===== src/rtl/mem_port_arbiter_if.sv =====
// Bundle of requester, memory-command and response signals for mem_port_arbiter.
// The arbiter connects through the slave modport; the requesters and memory model use master.
interface mem_port_arbiter_if;
    logic        i_IF_ReqValid;
    logic        o_IF_ReqReady;
    logic [31:0] i_IF_Addr;

    logic        i_D_ReqValid;
    logic        o_D_ReqReady;
    logic [31:0] i_D_Addr;
    logic [31:0] i_D_WData;
    logic [3:0]  i_D_ByteEnable;
    logic        i_D_Write;

    logic        o_IF_RespValid;
    logic        o_D_RespValid;
    logic [31:0] o_RData;

    logic        o_Mem_Valid;
    logic        i_Mem_Ready;
    logic [31:0] o_Mem_Addr;
    logic [31:0] o_Mem_WData;
    logic [3:0]  o_Mem_ByteEnable;
    logic        o_Mem_Write;

    logic        i_Mem_RespValid;
    logic [31:0] i_Mem_RData;

    logic        o_Busy;

    modport slave (
        input  i_IF_ReqValid, i_IF_Addr,
        input  i_D_ReqValid, i_D_Addr, i_D_WData, i_D_ByteEnable, i_D_Write,
        input  i_Mem_Ready, i_Mem_RespValid, i_Mem_RData,
        output o_IF_ReqReady, o_D_ReqReady,
        output o_IF_RespValid, o_D_RespValid, o_RData,
        output o_Mem_Valid, o_Mem_Addr, o_Mem_WData, o_Mem_ByteEnable, o_Mem_Write,
        output o_Busy
    );

    modport master (
        output i_IF_ReqValid, i_IF_Addr,
        output i_D_ReqValid, i_D_Addr, i_D_WData, i_D_ByteEnable, i_D_Write,
        output i_Mem_Ready, i_Mem_RespValid, i_Mem_RData,
        input  o_IF_ReqReady, o_D_ReqReady,
        input  o_IF_RespValid, o_D_RespValid, o_RData,
        input  o_Mem_Valid, o_Mem_Addr, o_Mem_WData, o_Mem_ByteEnable, o_Mem_Write,
        input  o_Busy
    );
endinterface


===== src/rtl/mem_port_arbiter.sv =====
// Arbitrates a fetch port and a data port onto a single memory port, one transaction in flight.
// Define ARB_STARVATION_GUARD_EN to let a starved fetch win after STARVE_LIMIT data grants.
module mem_port_arbiter #(
    parameter int STARVE_LIMIT = 4
) (
    input  logic              i_Clock,
    input  logic              i_Reset_n,
    mem_port_arbiter_if.slave bus
);

    typedef enum logic [1:0] {
        IDLE  = 2'd0,
        ISSUE = 2'd1,
        WAIT  = 2'd2,
        DONE  = 2'd3
    } state_t;

    if (STARVE_LIMIT < 1 || STARVE_LIMIT > 15) begin : gStarveLimitCheck
        $error("mem_port_arbiter: STARVE_LIMIT must lie within 1..15");
    end

    state_t      state_q, state_d;
    logic        ownerData_q, ownerData_d;
    logic [31:0] addr_q, addr_d;
    logic [31:0] wdata_q, wdata_d;
    logic [3:0]  be_q, be_d;
    logic        write_q, write_d;
    logic [31:0] rdata_q, rdata_d;

    logic        grantIf;
    logic        grantD;
    logic        fetchPriority;

`ifdef ARB_STARVATION_GUARD_EN
    localparam logic [3:0] StarveMax = 4'(STARVE_LIMIT);

    logic [3:0] starveCnt_q, starveCnt_d;

    // Counts data grants that bypassed a waiting fetch; a fetch grant resets the tally.
    always_comb begin
        starveCnt_d = starveCnt_q;
        if (grantIf) begin
            starveCnt_d = 4'd0;
        end else if (grantD && bus.i_IF_ReqValid && (starveCnt_q != StarveMax)) begin
            starveCnt_d = starveCnt_q + 4'd1;
        end
    end

    always_ff @(posedge i_Clock or negedge i_Reset_n) begin
        if (!i_Reset_n) begin
            starveCnt_q <= 4'd0;
        end else begin
            starveCnt_q <= starveCnt_d;
        end
    end

    assign fetchPriority = (starveCnt_q == StarveMax);
`else
    assign fetchPriority = 1'b0;
`endif

    always_comb begin
        grantIf = 1'b0;
        grantD  = 1'b0;
        if (state_q == IDLE) begin
            if (bus.i_IF_ReqValid && (!bus.i_D_ReqValid || fetchPriority)) begin
                grantIf = 1'b1;
            end else if (bus.i_D_ReqValid) begin
                grantD = 1'b1;
            end
        end
    end

    always_comb begin
        state_d     = state_q;
        ownerData_d = ownerData_q;
        addr_d      = addr_q;
        wdata_d     = wdata_q;
        be_d        = be_q;
        write_d     = write_q;
        rdata_d     = rdata_q;

        unique case (state_q)
            IDLE: begin
                // Fetches are always full-word reads, so their command fields are fixed here.
                if (grantIf) begin
                    ownerData_d = 1'b0;
                    addr_d      = bus.i_IF_Addr;
                    wdata_d     = 32'd0;
                    be_d        = 4'b1111;
                    write_d     = 1'b0;
                    state_d     = ISSUE;
                end else if (grantD) begin
                    ownerData_d = 1'b1;
                    addr_d      = bus.i_D_Addr;
                    wdata_d     = bus.i_D_WData;
                    be_d        = bus.i_D_ByteEnable;
                    write_d     = bus.i_D_Write;
                    state_d     = ISSUE;
                end
            end
            ISSUE: begin
                if (bus.i_Mem_Ready) begin
                    state_d = WAIT;
                end
            end
            WAIT: begin
                if (bus.i_Mem_RespValid) begin
                    rdata_d = bus.i_Mem_RData;
                    state_d = DONE;
                end
            end
            DONE: begin
                state_d = IDLE;
            end
            default: begin
                state_d = IDLE;
            end
        endcase
    end

    always_ff @(posedge i_Clock or negedge i_Reset_n) begin
        if (!i_Reset_n) begin
            state_q     <= IDLE;
            ownerData_q <= 1'b0;
            addr_q      <= 32'd0;
            wdata_q     <= 32'd0;
            be_q        <= 4'd0;
            write_q     <= 1'b0;
            rdata_q     <= 32'd0;
        end else begin
            state_q     <= state_d;
            ownerData_q <= ownerData_d;
            addr_q      <= addr_d;
            wdata_q     <= wdata_d;
            be_q        <= be_d;
            write_q     <= write_d;
            rdata_q     <= rdata_d;
        end
    end

    assign bus.o_IF_ReqReady    = grantIf;
    assign bus.o_D_ReqReady     = grantD;
    assign bus.o_Mem_Valid      = (state_q == ISSUE);
    assign bus.o_Mem_Addr       = addr_q;
    assign bus.o_Mem_WData      = wdata_q;
    assign bus.o_Mem_ByteEnable = be_q;
    assign bus.o_Mem_Write      = write_q;
    assign bus.o_IF_RespValid   = (state_q == DONE) && !ownerData_q;
    assign bus.o_D_RespValid    = (state_q == DONE) && ownerData_q;
    assign bus.o_RData          = rdata_q;
    assign bus.o_Busy           = (state_q != IDLE);

endmodule


===== src/flat_wrapper.sv =====
// flat-port wrapper written by rule: the top's interface ports become plain ports
module mem_port_arbiter_flat 
#(
    parameter int STARVE_LIMIT = 4
)
  (i_Clock, i_Reset_n, bus_i_IF_ReqValid, bus_i_IF_Addr, bus_i_D_ReqValid, bus_i_D_Addr, bus_i_D_WData, bus_i_D_ByteEnable, bus_i_D_Write, bus_i_Mem_Ready, bus_i_Mem_RespValid, bus_i_Mem_RData, bus_o_IF_ReqReady, bus_o_D_ReqReady, bus_o_IF_RespValid, bus_o_D_RespValid, bus_o_RData, bus_o_Mem_Valid, bus_o_Mem_Addr, bus_o_Mem_WData, bus_o_Mem_ByteEnable, bus_o_Mem_Write, bus_o_Busy);
  mem_port_arbiter_if bus_i ();
  input  logic i_Clock;
  input  logic i_Reset_n;
  input wire logic [$bits(bus_i.i_IF_ReqValid)-1:0] bus_i_IF_ReqValid;
  input wire logic [$bits(bus_i.i_IF_Addr)-1:0] bus_i_IF_Addr;
  input wire logic [$bits(bus_i.i_D_ReqValid)-1:0] bus_i_D_ReqValid;
  input wire logic [$bits(bus_i.i_D_Addr)-1:0] bus_i_D_Addr;
  input wire logic [$bits(bus_i.i_D_WData)-1:0] bus_i_D_WData;
  input wire logic [$bits(bus_i.i_D_ByteEnable)-1:0] bus_i_D_ByteEnable;
  input wire logic [$bits(bus_i.i_D_Write)-1:0] bus_i_D_Write;
  input wire logic [$bits(bus_i.i_Mem_Ready)-1:0] bus_i_Mem_Ready;
  input wire logic [$bits(bus_i.i_Mem_RespValid)-1:0] bus_i_Mem_RespValid;
  input wire logic [$bits(bus_i.i_Mem_RData)-1:0] bus_i_Mem_RData;
  output wire logic [$bits(bus_i.o_IF_ReqReady)-1:0] bus_o_IF_ReqReady;
  output wire logic [$bits(bus_i.o_D_ReqReady)-1:0] bus_o_D_ReqReady;
  output wire logic [$bits(bus_i.o_IF_RespValid)-1:0] bus_o_IF_RespValid;
  output wire logic [$bits(bus_i.o_D_RespValid)-1:0] bus_o_D_RespValid;
  output wire logic [$bits(bus_i.o_RData)-1:0] bus_o_RData;
  output wire logic [$bits(bus_i.o_Mem_Valid)-1:0] bus_o_Mem_Valid;
  output wire logic [$bits(bus_i.o_Mem_Addr)-1:0] bus_o_Mem_Addr;
  output wire logic [$bits(bus_i.o_Mem_WData)-1:0] bus_o_Mem_WData;
  output wire logic [$bits(bus_i.o_Mem_ByteEnable)-1:0] bus_o_Mem_ByteEnable;
  output wire logic [$bits(bus_i.o_Mem_Write)-1:0] bus_o_Mem_Write;
  output wire logic [$bits(bus_i.o_Busy)-1:0] bus_o_Busy;
  assign bus_i.i_IF_ReqValid = bus_i_IF_ReqValid;
  assign bus_i.i_IF_Addr = bus_i_IF_Addr;
  assign bus_i.i_D_ReqValid = bus_i_D_ReqValid;
  assign bus_i.i_D_Addr = bus_i_D_Addr;
  assign bus_i.i_D_WData = bus_i_D_WData;
  assign bus_i.i_D_ByteEnable = bus_i_D_ByteEnable;
  assign bus_i.i_D_Write = bus_i_D_Write;
  assign bus_i.i_Mem_Ready = bus_i_Mem_Ready;
  assign bus_i.i_Mem_RespValid = bus_i_Mem_RespValid;
  assign bus_i.i_Mem_RData = bus_i_Mem_RData;
  assign bus_o_IF_ReqReady = bus_i.o_IF_ReqReady;
  assign bus_o_D_ReqReady = bus_i.o_D_ReqReady;
  assign bus_o_IF_RespValid = bus_i.o_IF_RespValid;
  assign bus_o_D_RespValid = bus_i.o_D_RespValid;
  assign bus_o_RData = bus_i.o_RData;
  assign bus_o_Mem_Valid = bus_i.o_Mem_Valid;
  assign bus_o_Mem_Addr = bus_i.o_Mem_Addr;
  assign bus_o_Mem_WData = bus_i.o_Mem_WData;
  assign bus_o_Mem_ByteEnable = bus_i.o_Mem_ByteEnable;
  assign bus_o_Mem_Write = bus_i.o_Mem_Write;
  assign bus_o_Busy = bus_i.o_Busy;
  mem_port_arbiter #(.STARVE_LIMIT(STARVE_LIMIT)) u_core (.i_Clock(i_Clock), .i_Reset_n(i_Reset_n), .bus(bus_i));
endmodule

===== config.mk =====
export PLATFORM = sky130hd
export DESIGN_NAME = mem_port_arbiter_flat
export DESIGN_NICKNAME = d
export VERILOG_FILES = /design/src/rtl/mem_port_arbiter_if.sv /design/src/rtl/mem_port_arbiter.sv /design/src/flat_wrapper.sv
export SDC_FILE = /design/constraint.sdc
export NUM_CORES = 1
export LEC_CHECK = 0
export ABC_CLOCK_PERIOD_IN_PS = 4510
export CORE_MARGIN = 2
export CORE_UTILIZATION = 40
export DETAILED_ROUTE_END_ITERATION = 8
export PLACE_DENSITY = 0.82
export SKIP_LAST_GASP = 1
export SYNTH_ARGS = -nofsm -noshare
export SYNTH_HDL_FRONTEND = slang
export SYNTH_SLANG_ARGS = --single-unit

===== constraint.sdc =====
create_clock -name i_Clock -period 4.51 [get_ports i_Clock]
set_clock_uncertainty 0.1 [all_clocks]
set_input_delay 1.353 -clock i_Clock [delete_from_list [all_inputs] [get_ports i_Clock]]
set_output_delay 1.353 -clock i_Clock [all_outputs]
set_load 0.05 [all_outputs]

==> impl_metrics.yaml, run 1 <==
global_routing:
  antenna_found_initial: 0
  globalRouteTotalUtil_pct: 21.04
  global_route_wire_length_before_repair_mm: 18.39
  number_of_global_route_vias_before_repair: 3626
  grt-ovfl-total: 0
  grt_max_degree: 79
worst_setup_path:
  crit_chain: "clkdlybuf4s50_1 > nand2b_1 > nor2_1 > buf_12"
  critPathKind: "in -> out"
  worstPathMaxFanout: 3
  critical-path-slowest-cell: "clkdlybuf4s50_1"
  rrSetupSlack_ns: 2.15
  path_buf_inv: 2
  crit_path_start_kind: "input port"
  worst_setup_path_end_kind: "primary output"
  critical_path.top_delay_family: "buffers and inverters"
  worst_path_largest_cell_delay_ns: 0.44
  timing.critical_path.required_ns: 3.06
  worst_path_arrival_ns: 2.35
clock_network:
  clock_latency_ns: 0.35
  numCtsBuffers: 9
  clk_pin_slew_ns: 0.09
  cts-hold-fix-buffers: 0
  cts.repair.resized: 0
  cts.sink_count: 104
  cts_post_setup_buffers_inserted: 0
  clock_tree.htree_level_count: 3
  cts_tree: "done"
  clock_tree.root_cell: "clkbuf_8"
  clk_path_buf_depth: 2
timing:
  layout_worst_path_cycle_share_pct: 84.32
  rsz_0062_raised_after_global_routing: "no"
  worst_slew_margin_rel_pct: 37.52
  setup_slack_ns: 0.7071
  post-route-min-period_ns: 3.803
  setup_tns_ns: 0
  max_freq_ghz: 0.2630
  final-hold-violation-count: 0
  final-max-slew-violation-count: 0
  worst_slew_pin_slew_ns: 0.9372
  finalSetupViolCount: 0
drt:
  ant_nets: 0
  avgViaCountPerCell: 5.104
  wirelength_mm: 11.69
  route.detailed.wl_per_inst_um: 17.45
  drcViolationCount: 0
  dr.pass1.iters: 5
  drc_marker_count_from_the_first_detailed_route_iteration: 122
  dr_total_vias: 3420
placed_design:
  gp_congestion: 0.7840
  io_buffer_count: 245
  dp_worst_setup_slack_ns: 0.7163
  detailed_placement_hpwl_mm: 8.864
die:
  die_h_um: 105.4
  initial_core_utilization_pct: 41.65
  row_count: 36
  fp.dieW_um: 105.4
  floorplan.core_area_mm2: 0.009864
  die_area_mm2: 0.01110
  ioPinCount: 246
pwr:
  power.leakage_uw: 0.002871
  powerDensity_mw_per_mm2: 804.2
  power_uw: 5522
  vdd_drop_max_uv: 429.0
synthesis:
  syn_area_per_cell_um2: 14.17
  synth.ff_latch_count: 104
  synth_largest_area_cell: "dfrtp_1"
  synth_top_area_share_pct: 63.34
  cell_types_with_the_largest_area_share_after_synthesis: "dfrtp_1 63%, mux2_2 8.8%, a22o_1 7.0%, a2bb2oi_1 6.8%, o22ai_1 4.9%"
  yosysUniqueCellTypes: 26
  ys_seq_area_share_pct: 63.34
  netlist_area_mm2: 0.004109
  ys.warnings.count: 0
  postSynthNetCount: 434
  syn_inst: 290
cells_and_area:
  utilization_pct: 69.61
  num_antenna_cells: 0
  layout.nets: 676
  layout-drive-gt1-share_pct: 11.36
  final.fill_count: 716
  syn_to_final_growth_pct: 67.11
min_path:
  timing.hold.worst.class: "reg -> reg"
job:
  max_cap_viol_count: 0
outcome:
  run_status: "completed"
[layer usage]
metal | GRT usage, % | up-vias | share of wire [%]
li1 | - | 1581 | -
met1 | 24.77 | 1659 | 39
met2 | 37.47 | 161 | 51
met3 | 4.762 | 19 | 7.5
met4 | 7.619 | 0 | 2.1
met5 | 0 | - | 0
[placed cells by master (no fill, tap or decap)]
cell type,Yosys,layout
clkdlybuf4s50_1,0,242
dfrtp_1,104,104
a22o_1,33,33
o22ai_1,32,32
a2bb2oi_1,32,32
mux2_2,32,32
clkbuf_8,0,12
buf_4,3,10
inv_1,7,7
ha_1,5,5
nand2_1,4,4
o22a_1,4,4
nor2_1,3,2
clkbuf_1,3,2
buf_12,0,2
nand2b_1,1,1
nand2_2,1,1
nor2b_1,1,1
and2_1,1,1
a21oi_4,1,1
and2b_1,1,1
a222oi_1,1,1
mux2i_1,1,1
a21o_1,1,1
nor2_2,0,1
mux2_1,1,1
o21ai_0,1,1
clkinvlp_4,0,1
clkinv_2,0,1
[Yosys cell counts, drive strengths merged]
master   count
dfrtp      104
a22o        33
mux2        33
a2bb2oi     32
o22ai       32
buf         20
inv          7
ha           5
nand2        5
o22a         4
clkbuf       3
nor2         3
a21o         1
a21oi        1
a222oi       1
and2         1
and2b        1
mux2i        1
nand2b       1
nor2b        1
o21ai        1
[metrics by stage]
step | instances | instance area, um^2 | hold WS, ns
4_1_cts | 670 | 6867 | 0.4146
3_5_place_dp | 654 | 6681 | 0.3914
3_3_place_gp | 654 | 6681 | 0.3862
6_report | 670 | 6867 | 0.4095
5_1_grt | 670 | 6867 | 0.4207
2_1_floorplan | 290 | 4109 | 0.3913
[final timing paths]
check | cells past startpoint | from | end
worst min register to register | 1 | u_core.bus.o_RData[30] | u_core.bus.o_RData[30]
min in group asynchronous | 1 | i_Reset_n | u_core.bus.o_Mem_WData[9]
worst max-delay path | 4 | bus_i_D_ReqValid | bus_o_IF_ReqReady
worst min-delay path | 1 | u_core.bus.o_RData[30] | u_core.bus.o_RData[30]
max in group asynchronous | 2 | i_Reset_n | u_core.bus.o_RData[2]
worst max register to register | 7 | u_core.state_q[0] | u_core.bus.o_Mem_Addr[8]
[cell type report]
type | count | area, um^2 | area share (%)
sequential | 104 | 2603 | 37.90
timing repair buffer | 254 | 2537 | 36.95
multi-input combinational | 156 | 1349 | 19.64
clock buffer | 14 | 172.7 | 2.515
tap | 133 | 166.4 | 2.423
inverter | 7 | 26.28 | 0.3827
clock inverter | 2 | 12.51 | 0.1822
[sequential cells by signal (all words and copies together) (netlist names)]
| signal | flops |
|---|---|
| u_core.bus.o_Mem_WData | 32 |
| u_core.state_q | 2 |
| u_core.ownerData_q | 1 |
| u_core.bus.o_RData | 32 |
| u_core.bus.o_Mem_ByteEnable | 4 |
| u_core.bus.o_Mem_Write | 1 |
| u_core.bus.o_Mem_Addr | 32 |
[power by group]
group,switching [uW],internal (uW)
Sequential,232,1350
Clock,292,246
Combinational,2130,1270
[cells by family after synthesis]
kind of cell	share of synthesized area [%]
AOI/OAI and AO/OA	20.52
and+or+nand+nor	1.432
DFF	63.34
buffers and inverters	3.898
adders and majority gates	1.523
muxes	9.288
(Power assumes the default switching activity.)
==> run 2, diff against run 1 <==
Settings changed: ABC_CLOCK_PERIOD_IN_PS 4510 to 3900, CORE_UTILIZATION 40 to 38, PLACE_DENSITY 0.82 to 0.78.
Clock period 4.51 ns to 3.9 ns, I/O delays scaled along.
==> run 2 against run 1 <==
Count of clock-buffer cells in the layout fell by 3. Sequential share of layout area barely moved. Core utilization fell by 3.7 points. Die area rose by 5.1%.
==> impl_metrics.yaml, run 2 (synthesized netlist as in run 1, its figures left out) <==
clock_network:
  cts_post_setup_buffers_inserted: 0
  clk_pin_slew_ns: 0.08
  cts-hold-fix-buffers: 0
  numCtsBuffers: 9
  cts.repair.resized: 0
  clock_tree.root_cell: "clkbuf_8"
  clock_tree.htree_level_count: 3
  clock_latency_ns: 0.35
  cts.sink_count: 104
  clk_path_buf_depth: 2
  cts_tree: "done"
global_routing:
  global_route.usage.met3_pct: 5.726
  global_route_wire_length_before_repair_mm: 18.20
  globalRouteTotalUtil_pct: 20.17
  grt_max_degree: 64
  groute.layer.met1.usage_pct: 23.83
  globalRoute.busiestLayer: "met2"
  antenna_found_initial: 0
  grt-ovfl-total: 0
  number_of_global_route_vias_before_repair: 3566
  grt_use_met2_pct: 34.50
timing:
  holdWs_ns: 0.4121
  rsz_0062_raised_after_global_routing: "no"
  max_freq_ghz: 0.2907
  worst_slew_pin_slew_ns: 1.006
  setup_slack_ns: 0.4596
  layout_worst_path_cycle_share_pct: 88.21
  worst_slew_margin_rel_pct: 32.92
  setup_tns_ns: 0
  final-hold-violation-count: 0
  post-route-min-period_ns: 3.440
  final-max-slew-violation-count: 0
  finalSetupViolCount: 0
worst_setup_path:
  worstPathMaxFanout: 3
  worst_path_arrival_ns: 2.17
  r2r.worst_path.cells: 6
  critPathKind: "in -> out"
  worstReg2RegStart: "u_core.state_q[0]"
  rrSetupSlack_ns: 1.42
  crit-reg2reg-capture: "u_core.bus.o_Mem_WData[15]"
  timing.critical_path.required_ns: 2.63
  worst_setup_path_end_kind: "primary output"
  crit_path_start_kind: "input port"
die:
  ioPinCount: 246
  fp.dieW_um: 108.0
  floorplan.core_area_mm2: 0.01042
  die_h_um: 108.0
  die_area_mm2: 0.01166
  row_count: 37
  initial_core_utilization_pct: 39.45
outcome:
  run_status: "completed"
cells_and_area:
  final-seq-area_mm2: 0.002603
  utilization_pct: 65.87
  multi_input_area_mm2: 0.001349
  final.fill_count: 803
  mostFrequentLayoutCells: "242 x clkdlybuf4s50_1, 104 x dfrtp_1, 33 x a22o_1"
  post_route_cell_area_mm2: 0.006862
  layout-drive-gt1-share_pct: 10.69
  layout.nets: 673
  layout_commonest_cell: "clkdlybuf4s50_1"
  num_antenna_cells: 0
  syn_to_final_growth_pct: 66.99
placed_design:
  postPlaceCellArea_mm2: 0.006675
  dp_worst_setup_slack_ns: 0.3765
  gp_congestion: 0.8434
  detailed_placement_hpwl_mm: 8.833
  io_buffer_count: 245
pwr:
  powerDensity_mw_per_mm2: 934.9
  vdd_drop_max_uv: 450.3
  power.leakage_uw: 0.002858
min_path:
  worst_hold_startpoint: "u_core.bus.o_Mem_WData[12]"
  timing.hold.worst.class: "reg -> reg"
  hold-path-endpoint: "u_core.bus.o_Mem_WData[12]"
  min_path_cells: 1
drt:
  dr_total_vias: 3444
  dr.pass1.iters: 4
  route.detailed.wl_per_inst_um: 17.83
  drcViolationCount: 0
  drc_marker_count_from_the_first_detailed_route_iteration: 103
  ant_nets: 0
  avgViaCountPerCell: 5.148
  wirelength_mm: 11.93
job:
  max_cap_viol_count: 0
-- run 2: changes by cell type in the layout (fill, tap and decap cells not counted) --
cell | previous run | this run
buf_12 | 2 | 3
clkbuf_8 | 12 | 9
inv_6 | 0 | 1
clkinv_4 | 0 | 1
bufinv_16 | 0 | 1
buf_4 | 10 | 6
clkinv_2 | 1 | 0
-- run 2: worst max path at each step --
stage | from | endpoint | slack (ns) | cells past startpoint
3_5_place_dp | bus_i_D_ReqValid | u_core.bus.o_Mem_WData[3] | 0.38 | 5
2_1_floorplan | bus_i_D_ReqValid | bus_o_IF_ReqReady | 0.32 | 4
3_3_place_gp | bus_i_D_ReqValid | bus_o_IF_ReqReady | 0.46 | 4
6_report | bus_i_D_ReqValid | bus_o_IF_ReqReady | 0.46 | 4
5_1_grt | bus_i_D_ReqValid | bus_o_IF_ReqReady | 0.39 | 4
4_1_cts | bus_i_D_ReqValid | bus_o_IF_ReqReady | 0.44 | 4
-- run 2: worst max-delay path: stages --
cell and delay (ns):
clkdlybuf4s50_1 0.45, nand2b_1 0.19, nor2_1 0.19, buf_12 0.17
-- run 2: stage by stage --
stage	power, uW	instances
global placement	5729	654
floorplan	4407	290
global route	6698	669
detailed placement	5795	654
finish	6415	669
CTS	6469	669
-- run 2: cell type report --
| type | instances | area share, % |
|---|---|---|
| Sequential cell | 104 | 37.93 |
| Timing Repair Buffer | 251 | 36.83 |
| Multi-Input combinational cell | 156 | 19.66 |
| Tap cell | 136 | 2.480 |
| Clock buffer | 11 | 1.915 |
| Clock inverter | 4 | 0.8023 |
| Inverter | 7 | 0.3829 |
-- run 2: layer usage --
metal,routed length [um],up-vias
li1,-,1583
met1,4731,1671
met5,0,-
met3,1050,30
met2,5774,160
met4,370,0
-- run 2: report_power, final --
part	leakage (uW)	internal (uW)	switching, uW
sequential	0.00125	1570	264
combinational	0.00152	1460	2460
clock	0.0000900	298	362
total	0.00286	3320	3090
